`src/rtl/sram_bist_if.sv`:
```
// Functional and SRAM-side buses of the March C- BIST multiplexer.
// slave: seen by sram_bist; master: seen by the surrounding logic and the SRAM wrapper.
interface sram_bist_if #(
   parameter int ADDR_W = 8,
   parameter int DATA_W = 8
);
   logic              f_mem_en_i;
   logic              f_w_en_i;
   logic              f_r_en_i;
   logic [ADDR_W-1:0] f_w_addr_i;
   logic [ADDR_W-1:0] f_r_addr_i;
   logic [DATA_W-1:0] f_w_data_i;
   logic [DATA_W-1:0] f_r_data_o;

   logic              m_mem_en_o;
   logic              m_w_en_o;
   logic              m_r_en_o;
   logic [ADDR_W-1:0] m_w_addr_o;
   logic [ADDR_W-1:0] m_r_addr_o;
   logic [DATA_W-1:0] m_w_data_o;
   logic [DATA_W-1:0] m_r_data_i;

   modport slave (
      input  f_mem_en_i, f_w_en_i, f_r_en_i, f_w_addr_i, f_r_addr_i, f_w_data_i,
      output f_r_data_o,
      output m_mem_en_o, m_w_en_o, m_r_en_o, m_w_addr_o, m_r_addr_o, m_w_data_o,
      input  m_r_data_i
   );

   modport master (
      output f_mem_en_i, f_w_en_i, f_r_en_i, f_w_addr_i, f_r_addr_i, f_w_data_i,
      input  f_r_data_o,
      input  m_mem_en_o, m_w_en_o, m_r_en_o, m_w_addr_o, m_r_addr_o, m_w_data_o,
      output m_r_data_i
   );
endinterface

```
`src/rtl/sram_bist.sv`:
```
// March C- BIST controller and functional/BIST port multiplexer for sram_256x8.
// Optional first-failure log enabled by defining SRAM_BIST_FAIL_LOG_EN.
module sram_bist #(
   parameter int ADDR_W = 8,
   parameter int DATA_W = 8
) (
   input  logic              clk,
   input  logic              rst_n,
   input  logic              bist_start_i,
   output logic              bist_busy_o,
   output logic              bist_done_o,
   output logic              bist_pass_o,
   sram_bist_if.slave        bus
`ifdef SRAM_BIST_FAIL_LOG_EN
   ,
   output logic [ADDR_W-1:0] fail_addr_o,
   output logic [DATA_W-1:0] fail_exp_o,
   output logic [DATA_W-1:0] fail_got_o
`endif
);
   typedef enum logic [1:0] {IDLE, RUN, DRAIN, DONE} state_t;

   localparam logic [ADDR_W-1:0] ADDR_MAX = '1;
   localparam logic [DATA_W-1:0] ZEROS    = '0;
   localparam logic [DATA_W-1:0] ONES     = '1;

   state_t            state;
   logic [2:0]        elem;      // March element M0..M5
   logic [ADDR_W-1:0] addr;
   logic              second;    // write half of a read-then-write address
   logic              pass_q;
   logic              cmp_pend;
   logic [DATA_W-1:0] cmp_exp;

   logic              op_read;
   logic              op_last;
   logic              desc;
   logic              addr_end;
   logic              mismatch;
   logic [DATA_W-1:0] exp_data;
   logic [DATA_W-1:0] wr_data;

   // NOTE: every always_comb output gets a default first so no path leaves it unassigned and infers a latch.
   always_comb begin
      op_read  = 1'b0;
      op_last  = 1'b1;
      exp_data = ZEROS;
      wr_data  = ZEROS;
      case (elem)
         3'd0: wr_data = ZEROS;
         3'd1: begin op_read = !second; op_last = second; exp_data = ZEROS; wr_data = ONES;  end
         3'd2: begin op_read = !second; op_last = second; exp_data = ONES;  wr_data = ZEROS; end
         3'd3: begin op_read = !second; op_last = second; exp_data = ZEROS; wr_data = ONES;  end
         3'd4: begin op_read = !second; op_last = second; exp_data = ONES;  wr_data = ZEROS; end
         default: begin op_read = 1'b1; exp_data = ZEROS; end
      endcase
      desc     = (elem == 3'd3) || (elem == 3'd4);
      addr_end = desc ? (addr == '0) : (addr == ADDR_MAX);
      mismatch = cmp_pend && (bus.m_r_data_i != cmp_exp);
   end

   // BIST owns the SRAM through RUN and DRAIN; otherwise the functional port passes straight through.
   always_comb begin
      bus.m_mem_en_o = bus.f_mem_en_i;
      bus.m_w_en_o   = bus.f_w_en_i;
      bus.m_r_en_o   = bus.f_r_en_i;
      bus.m_w_addr_o = bus.f_w_addr_i;
      bus.m_r_addr_o = bus.f_r_addr_i;
      bus.m_w_data_o = bus.f_w_data_i;
      if (state == RUN || state == DRAIN) begin
         bus.m_mem_en_o = (state == RUN);
         bus.m_w_en_o   = (state == RUN) && !op_read;
         bus.m_r_en_o   = (state == RUN) && op_read;
         bus.m_w_addr_o = addr;
         bus.m_r_addr_o = addr;
         bus.m_w_data_o = wr_data;
      end
   end

   assign bus.f_r_data_o = bus.m_r_data_i;
   assign bist_pass_o    = pass_q & bist_done_o;

`ifdef SRAM_BIST_FAIL_LOG_EN
   logic              fail_logged;
   logic [ADDR_W-1:0] cmp_addr;
`endif

   // NOTE: sequential state uses non-blocking assignments so every register samples pre-edge values.
   always_ff @(posedge clk or negedge rst_n) begin
      if (!rst_n) begin
         state       <= IDLE;
         elem        <= '0;
         addr        <= '0;
         second      <= 1'b0;
         pass_q      <= 1'b0;
         cmp_pend    <= 1'b0;
         cmp_exp     <= '0;
         bist_busy_o <= 1'b0;
         bist_done_o <= 1'b0;
`ifdef SRAM_BIST_FAIL_LOG_EN
         fail_logged <= 1'b0;
         cmp_addr    <= '0;
         fail_addr_o <= '0;
         fail_exp_o  <= '0;
         fail_got_o  <= '0;
`endif
      end else begin
         cmp_pend <= 1'b0;
         if (mismatch) begin
            pass_q <= 1'b0;
`ifdef SRAM_BIST_FAIL_LOG_EN
            if (!fail_logged) begin
               fail_logged <= 1'b1;
               fail_addr_o <= cmp_addr;
               fail_exp_o  <= cmp_exp;
               fail_got_o  <= bus.m_r_data_i;
            end
`endif
         end
         case (state)
            IDLE, DONE: begin
               if (bist_start_i) begin
                  state       <= RUN;
                  elem        <= '0;
                  addr        <= '0;
                  second      <= 1'b0;
                  pass_q      <= 1'b1;
                  bist_busy_o <= 1'b1;
                  bist_done_o <= 1'b0;
`ifdef SRAM_BIST_FAIL_LOG_EN
                  fail_logged <= 1'b0;
                  fail_addr_o <= '0;
                  fail_exp_o  <= '0;
                  fail_got_o  <= '0;
`endif
               end
            end
            RUN: begin
               if (op_read) begin
                  cmp_pend <= 1'b1;
                  cmp_exp  <= exp_data;
`ifdef SRAM_BIST_FAIL_LOG_EN
                  cmp_addr <= addr;
`endif
               end
               if (!op_last) begin
                  second <= 1'b1;
               end else begin
                  second <= 1'b0;
                  if (!addr_end) begin
                     addr <= desc ? addr - 1'b1 : addr + 1'b1;
                  end else if (elem == 3'd5) begin
                     state <= DRAIN;
                  end else begin
                     elem <= elem + 3'd1;
                     // M3 and M4 run downwards, so entering either starts at the top address.
                     addr <= (elem == 3'd2 || elem == 3'd3) ? ADDR_MAX : '0;
                  end
               end
            end
            DRAIN: begin
               state       <= DONE;
               bist_busy_o <= 1'b0;
               bist_done_o <= 1'b1;
            end
            default: state <= IDLE;
         endcase
      end
   end
endmodule

```
`src/flat_wrapper.sv`:
```
// flat-port wrapper written by rule: the top's interface ports become plain ports
module sram_bist_flat 
#(
   parameter int ADDR_W = 8,
   parameter int DATA_W = 8
)
  (clk, rst_n, bist_start_i, bist_busy_o, bist_done_o, bist_pass_o, bus_f_mem_en_i, bus_f_w_en_i, bus_f_r_en_i, bus_f_w_addr_i, bus_f_r_addr_i, bus_f_w_data_i, bus_f_r_data_o, bus_m_mem_en_o, bus_m_w_en_o, bus_m_r_en_o, bus_m_w_addr_o, bus_m_r_addr_o, bus_m_w_data_o, bus_m_r_data_i);
  sram_bist_if #(.ADDR_W(ADDR_W), .DATA_W(DATA_W)) bus_i ();
  input  logic clk;
  input  logic rst_n;
  input  logic bist_start_i;
  output logic bist_busy_o;
  output logic bist_done_o;
  output logic bist_pass_o;
  input wire logic [$bits(bus_i.f_mem_en_i)-1:0] bus_f_mem_en_i;
  input wire logic [$bits(bus_i.f_w_en_i)-1:0] bus_f_w_en_i;
  input wire logic [$bits(bus_i.f_r_en_i)-1:0] bus_f_r_en_i;
  input wire logic [$bits(bus_i.f_w_addr_i)-1:0] bus_f_w_addr_i;
  input wire logic [$bits(bus_i.f_r_addr_i)-1:0] bus_f_r_addr_i;
  input wire logic [$bits(bus_i.f_w_data_i)-1:0] bus_f_w_data_i;
  output wire logic [$bits(bus_i.f_r_data_o)-1:0] bus_f_r_data_o;
  output wire logic [$bits(bus_i.m_mem_en_o)-1:0] bus_m_mem_en_o;
  output wire logic [$bits(bus_i.m_w_en_o)-1:0] bus_m_w_en_o;
  output wire logic [$bits(bus_i.m_r_en_o)-1:0] bus_m_r_en_o;
  output wire logic [$bits(bus_i.m_w_addr_o)-1:0] bus_m_w_addr_o;
  output wire logic [$bits(bus_i.m_r_addr_o)-1:0] bus_m_r_addr_o;
  output wire logic [$bits(bus_i.m_w_data_o)-1:0] bus_m_w_data_o;
  input wire logic [$bits(bus_i.m_r_data_i)-1:0] bus_m_r_data_i;
  assign bus_i.f_mem_en_i = bus_f_mem_en_i;
  assign bus_i.f_w_en_i = bus_f_w_en_i;
  assign bus_i.f_r_en_i = bus_f_r_en_i;
  assign bus_i.f_w_addr_i = bus_f_w_addr_i;
  assign bus_i.f_r_addr_i = bus_f_r_addr_i;
  assign bus_i.f_w_data_i = bus_f_w_data_i;
  assign bus_f_r_data_o = bus_i.f_r_data_o;
  assign bus_m_mem_en_o = bus_i.m_mem_en_o;
  assign bus_m_w_en_o = bus_i.m_w_en_o;
  assign bus_m_r_en_o = bus_i.m_r_en_o;
  assign bus_m_w_addr_o = bus_i.m_w_addr_o;
  assign bus_m_r_addr_o = bus_i.m_r_addr_o;
  assign bus_m_w_data_o = bus_i.m_w_data_o;
  assign bus_i.m_r_data_i = bus_m_r_data_i;
  sram_bist #(.ADDR_W(ADDR_W), .DATA_W(DATA_W)) u_core (.clk(clk), .rst_n(rst_n), .bist_start_i(bist_start_i), .bist_busy_o(bist_busy_o), .bist_done_o(bist_done_o), .bist_pass_o(bist_pass_o), .bus(bus_i));
endmodule
```
`config.mk`:
```
export PLATFORM = sky130hd
export DESIGN_NAME = sram_bist_flat
export DESIGN_NICKNAME = d
export VERILOG_FILES = /design/src/rtl/sram_bist_if.sv /design/src/rtl/sram_bist.sv /design/src/flat_wrapper.sv
export SDC_FILE = /design/constraint.sdc
export NUM_CORES = 1
export LEC_CHECK = 0
export CORE_MARGIN = 8
export CORE_UTILIZATION = 25
export CTS_CLUSTER_SIZE = 28
export DETAILED_ROUTE_END_ITERATION = 6
export GPL_TIMING_DRIVEN = 0
export SKIP_CTS_REPAIR_TIMING = 1
export SYNTH_ARGS = -nofsm -noshare
export SYNTH_HDL_FRONTEND = slang
export SYNTH_SLANG_ARGS = --single-unit
```
`constraint.sdc`:
```
create_clock -name clk -period 2.9 [get_ports clk]
set_input_delay 0.725 -clock clk [delete_from_list [all_inputs] [get_ports clk]]
set_output_delay 0.725 -clock clk [all_outputs]
set_load 0.03 [all_outputs]
```
==> run_summary.xml <==
<?xml version="1.0" encoding="UTF-8"?>
<metrics>
  <group name="worst_setup_path">
    <metric name="r2r_setup_slack" unit="ps">90</metric>
    <metric name="timing.critical_path.from_type" unit="">flop</metric>
    <metric name="reg2regPathDepth" unit="">10</metric>
    <metric name="timing.critical_path.from" unit="">u_core.elem[0]</metric>
    <metric name="worstPathArrival" unit="ps">2950</metric>
    <metric name="cp-end-kind" unit="">flop</metric>
    <metric name="path_delay_family" unit="">compound AO/OA/AOI/OAI gates</metric>
    <metric name="reg2reg_from" unit="">u_core.elem[0]</metric>
    <metric name="cpMostUsedCell" unit="">sky130_fd_sc_hd__ha_1</metric>
    <metric name="crit_path_top_delay_cell" unit="">sky130_fd_sc_hd__dfrtp_1</metric>
    <metric name="slowest_delay" unit="ps">390</metric>
    <metric name="cp_num_cells" unit="">10</metric>
    <metric name="cp_max_fo" unit="">7</metric>
    <metric name="crit_path_end" unit="">u_core.addr[7]</metric>
    <metric name="critPathRequiredTime" unit="ps">3050</metric>
    <metric name="crit_buf_inv" unit="">1</metric>
    <metric name="path_class" unit="">flop to flop</metric>
    <metric name="cp_cell_sequence" unit="">inv_1, ha_1, mux2_4, ha_1, a21oi_1, o211ai_1, o41ai_1, xnor2_1, a21o_1, a22o_1</metric>
    <metric name="critical_path.reg2reg.endpoint" unit="">u_core.addr[7]</metric>
  </group>
  <group name="power">
    <metric name="total_leakage_power" unit="nW">1.60</metric>
    <metric name="vdd.ir_drop.worst" unit="mV">0.238</metric>
    <metric name="power_density" unit="mW/mm^2">849</metric>
    <metric name="design_power_total" unit="mW">2.39</metric>
  </group>
  <group name="synthesis">
    <metric name="dominantRegCellSynth" unit="">sky130_fd_sc_hd__dfrtp_1</metric>
    <metric name="post-synth-top-area-cell" unit="">sky130_fd_sc_hd__dfrtp_1</metric>
    <metric name="netlist_top_cells_area" unit="">sky130_fd_sc_hd__dfrtp_1, sky130_fd_sc_hd__nand2_1, sky130_fd_sc_hd__ha_1</metric>
    <metric name="synthArstFlopShare" unit="%">100</metric>
    <metric name="synth.net_count" unit="">293</metric>
    <metric name="synth_top_area_share" unit="%">26.2</metric>
    <metric name="synth.avg_cell_area" unit="um^2">7.55</metric>
    <metric name="yosys_warning_count" unit="">0</metric>
    <metric name="ys_seq_area_share" unit="%">26.2</metric>
    <metric name="postSynthCellCount" unit="">240</metric>
    <metric name="post_synth_edffs" unit="">0</metric>
    <metric name="mappedNetlistArea" unit="mm^2">0.00181</metric>
    <metric name="post_synth_num_cell_types" unit="">45</metric>
    <metric name="number_of_flip_flops_and_latches_in_the_synthesized_netlist" unit="">19</metric>
  </group>
  <group name="placed_design">
    <metric name="placement.setup.worst_slack" unit="ps">-395</metric>
    <metric name="placed_cell_area" unit="mm^2">0.00268</metric>
    <metric name="detailed_place_hpwl" unit="um">4550</metric>
    <metric name="port-buffer-count" unit="">74</metric>
    <metric name="placer_s_final_routability_congestion_estimate" unit="">0.769</metric>
  </group>
  <group name="routing">
    <metric name="detail_route.iter0.violations" unit="">89</metric>
    <metric name="detail_route.first_pass.iterations" unit="">4</metric>
    <metric name="drt-wirelength-per-cell" unit="um">13.5</metric>
    <metric name="detail_route.vias_per_cell" unit="">4.64</metric>
    <metric name="drt_drc_violations_left" unit="">0</metric>
    <metric name="routed_wirelength" unit="um">5640</metric>
    <metric name="dr_total_vias" unit="">1936</metric>
    <metric name="ant_nets" unit="">0</metric>
  </group>
  <group name="die">
    <metric name="initial_core_util" unit="%">25.4</metric>
    <metric name="io-pin-count" unit="">76</metric>
    <metric name="design.core.area" unit="mm^2">0.00714</metric>
    <metric name="die_h" unit="um">101</metric>
    <metric name="die_area" unit="mm^2">0.0102</metric>
    <metric name="placement_row_count" unit="">31</metric>
    <metric name="die_w" unit="um">101</metric>
  </group>
  <group name="final_layout">
    <metric name="num-fill-cells" unit="">746</metric>
    <metric name="final_instance_area" unit="mm^2">0.00282</metric>
    <metric name="n_antenna_cell" unit="">0</metric>
    <metric name="area_delta_synth_final" unit="%">55.6</metric>
    <metric name="final_nets" unit="">372</metric>
    <metric name="layout-drive-gt1-share" unit="%">11.9</metric>
  </group>
  <group name="global_route">
    <metric name="grt_start_max_net_pins" unit="">20</metric>
    <metric name="grt_first_pass_wirelength" unit="um">8730</metric>
    <metric name="global_route.overflow_total" unit="">0</metric>
    <metric name="vias_in_the_first_global_route" unit="">1864</metric>
    <metric name="grt_use_total" unit="%">10.4</metric>
    <metric name="grt_antenna_before_repair" unit="">0</metric>
  </group>
  <group name="status">
    <metric name="status" unit="">completed</metric>
  </group>
  <group name="clock_tree">
    <metric name="num_clock_sinks" unit="">19</metric>
    <metric name="clock_path_buffers" unit="">2</metric>
    <metric name="total_cts_buffers" unit="">3</metric>
    <metric name="clk_pin_slew_worst_paths" unit="ps">70</metric>
    <metric name="tritoncts" unit="">built</metric>
    <metric name="cts_max_level" unit="">1</metric>
    <metric name="clock_root_buffer_master" unit="">sky130_fd_sc_hd__clkbuf_8</metric>
    <metric name="clock_insertion_delay_worst_skew" unit="ps">250</metric>
  </group>
  <group name="flow_run">
    <metric name="maxCapViolations" unit="">0</metric>
  </group>
  <group name="worst_hold_path">
    <metric name="min-delay-path-class" unit="">flop to flop</metric>
  </group>
  <group name="timing">
    <metric name="finalWorstPathRequiredPeriod" unit="ps">2810</metric>
    <metric name="period_share" unit="%">96.8</metric>
    <metric name="timing.final.max_slew_violations" unit="">0</metric>
    <metric name="max_clock_freq" unit="MHz">356</metric>
    <metric name="setup_ws" unit="ps">93.6</metric>
    <metric name="finalClockSkew" unit="ps">0.857</metric>
    <metric name="report.final.hold_viol_count" unit="">0</metric>
    <metric name="worst-slew-pin-transition" unit="ps">895</metric>
    <metric name="rsz0062_at_grt" unit="">no</metric>
    <metric name="finalSetupViolations" unit="">0</metric>
    <metric name="slew-limit-headroom" unit="%">40.1</metric>
  </group>
</metrics>
==> where the power goes <==
part / internal [mW] / total [mW] / switching (mW)
Clock: 0.0977 / 0.189 / 0.0908
Sequential: 0.310 / 0.366 / 0.0556
Combinational: 0.702 / 1.84 / 1.14
Total: 1.11 / 2.39 / 1.28
==> cell usage after synthesis, types with 2 or more instances <==
| master | instances |
|---|---|
| sky130_fd_sc_hd__a31oi_1 | 2 |
| sky130_fd_sc_hd__nor4_1 | 4 |
| sky130_fd_sc_hd__clkbuf_1 | 5 |
| sky130_fd_sc_hd__o31ai_4 | 2 |
| sky130_fd_sc_hd__mux2i_1 | 3 |
| sky130_fd_sc_hd__nand3_1 | 6 |
| sky130_fd_sc_hd__o21ai_0 | 14 |
| sky130_fd_sc_hd__ha_1 | 14 |
| sky130_fd_sc_hd__nor3_1 | 3 |
| sky130_fd_sc_hd__dfrtp_1 | 19 |
| sky130_fd_sc_hd__buf_6 | 2 |
| sky130_fd_sc_hd__nand2_1 | 74 |
| sky130_fd_sc_hd__a22o_1 | 8 |
| sky130_fd_sc_hd__o21bai_1 | 2 |
| sky130_fd_sc_hd__nand4_1 | 4 |
| sky130_fd_sc_hd__inv_1 | 14 |
| sky130_fd_sc_hd__buf_4 | 8 |
| sky130_fd_sc_hd__a21o_1 | 4 |
| sky130_fd_sc_hd__xnor2_1 | 4 |
| sky130_fd_sc_hd__nor2b_1 | 4 |
| sky130_fd_sc_hd__a21oi_1 | 10 |
| sky130_fd_sc_hd__nor2_1 | 11 |
==> metal layers <==
layer	GRT usage (%)	vias up	share of wire, %
li1	-	982	-
met1	13.0	893	51
met2	18.2	57	45
met3	1.37	4	3.6
met4	3.09	0	1.0
met5	0	-	0
==> final cells by class <==
class                   count  area, um^2  share of cell area, %
multi-input cells         191        1210                   42.9
flip-flops and latches     19         475                   16.9
plain buffers              14         105                   3.73
well taps                  99         124                   4.39
clock buffers               4        45.0                   1.60
repair buffers             76         808                   28.7
inverters                  14        52.6                   1.86
==> worst reg2reg max path: stages, from the launching register on <==
cell,delay (ps)
sky130_fd_sc_hd__dfrtp_1,390
sky130_fd_sc_hd__inv_1,110
sky130_fd_sc_hd__ha_1,260
sky130_fd_sc_hd__mux2_4,330
sky130_fd_sc_hd__ha_1,300
sky130_fd_sc_hd__a21oi_1,200
sky130_fd_sc_hd__o211ai_1,150
sky130_fd_sc_hd__o41ai_1,390
sky130_fd_sc_hd__xnor2_1,150
sky130_fd_sc_hd__a21o_1,200
sky130_fd_sc_hd__a22o_1,220
==> cell families after synthesis <==
group,count (synthesis),synth area share (%)
adder cells (fa/ha/maj),15,10.8
AO/OA/AOI/OAI,54,21.9
XOR/XNOR,4,1.93
multiplexers,4,2.48
AND/OR/NAND/NOR,114,27.9
buffers and inverters,30,8.76
flip-flops,19,26.2
==> registers in the layout (all words and copies together), names as in the netlist <==
| register | flops |
|---|---|
| u_core.addr | 8 |
| u_core.bist_busy_o | 1 |
| u_core.bist_done_o | 1 |
| u_core.cmp_exp | 1 |
| u_core.cmp_pend | 1 |
| u_core.elem | 3 |
| u_core.pass_q | 1 |
| u_core.second | 1 |
| u_core.state | 2 |
==> placed cells by master, fill, tap and decap left out, drive strengths merged, types with 2 or more instances in the layout <==
cell and instances:
or3 2, ha 14, o21ai 15, a21oi 10, o21bai 2, inv 14, a21o 4, clkbuf 9
mux2i 3, a22o 8, nor4 4, dlymetal6s2s 25, nand3 6, nor2b 4, nand2 74, o31ai 3
nor3 3, nor2 11, and2 2, nand4 4, a31oi 2, xnor2 4, dfrtp 19, clkdlybuf4s50 47
buf 13
==> metrics by stage <==
step	utilization, %	setup TNS, ps	std cells	hold WS (ps)
2_1_floorplan	-	0	240	429
3_3_place_gp	37.5	-4740	413	476
3_5_place_dp	37.5	-5180	413	477
4_1_cts	38.1	-13000	417	502
5_1_grt	39.5	0	417	555
6_report	39.5	0	417	500
==> worst min path at each step <==
stage,start,cells after the start,endpoint
after floorplan,rst_n,0,u_core.addr[0]
after global placement,u_core.pass_q,1,u_core.pass_q
after detailed placement,u_core.pass_q,1,u_core.pass_q
after CTS,u_core.pass_q,1,u_core.pass_q
after global routing,u_core.pass_q,1,u_core.pass_q
final,u_core.pass_q,1,u_core.pass_q
Power figures use the tool's default switching activity.
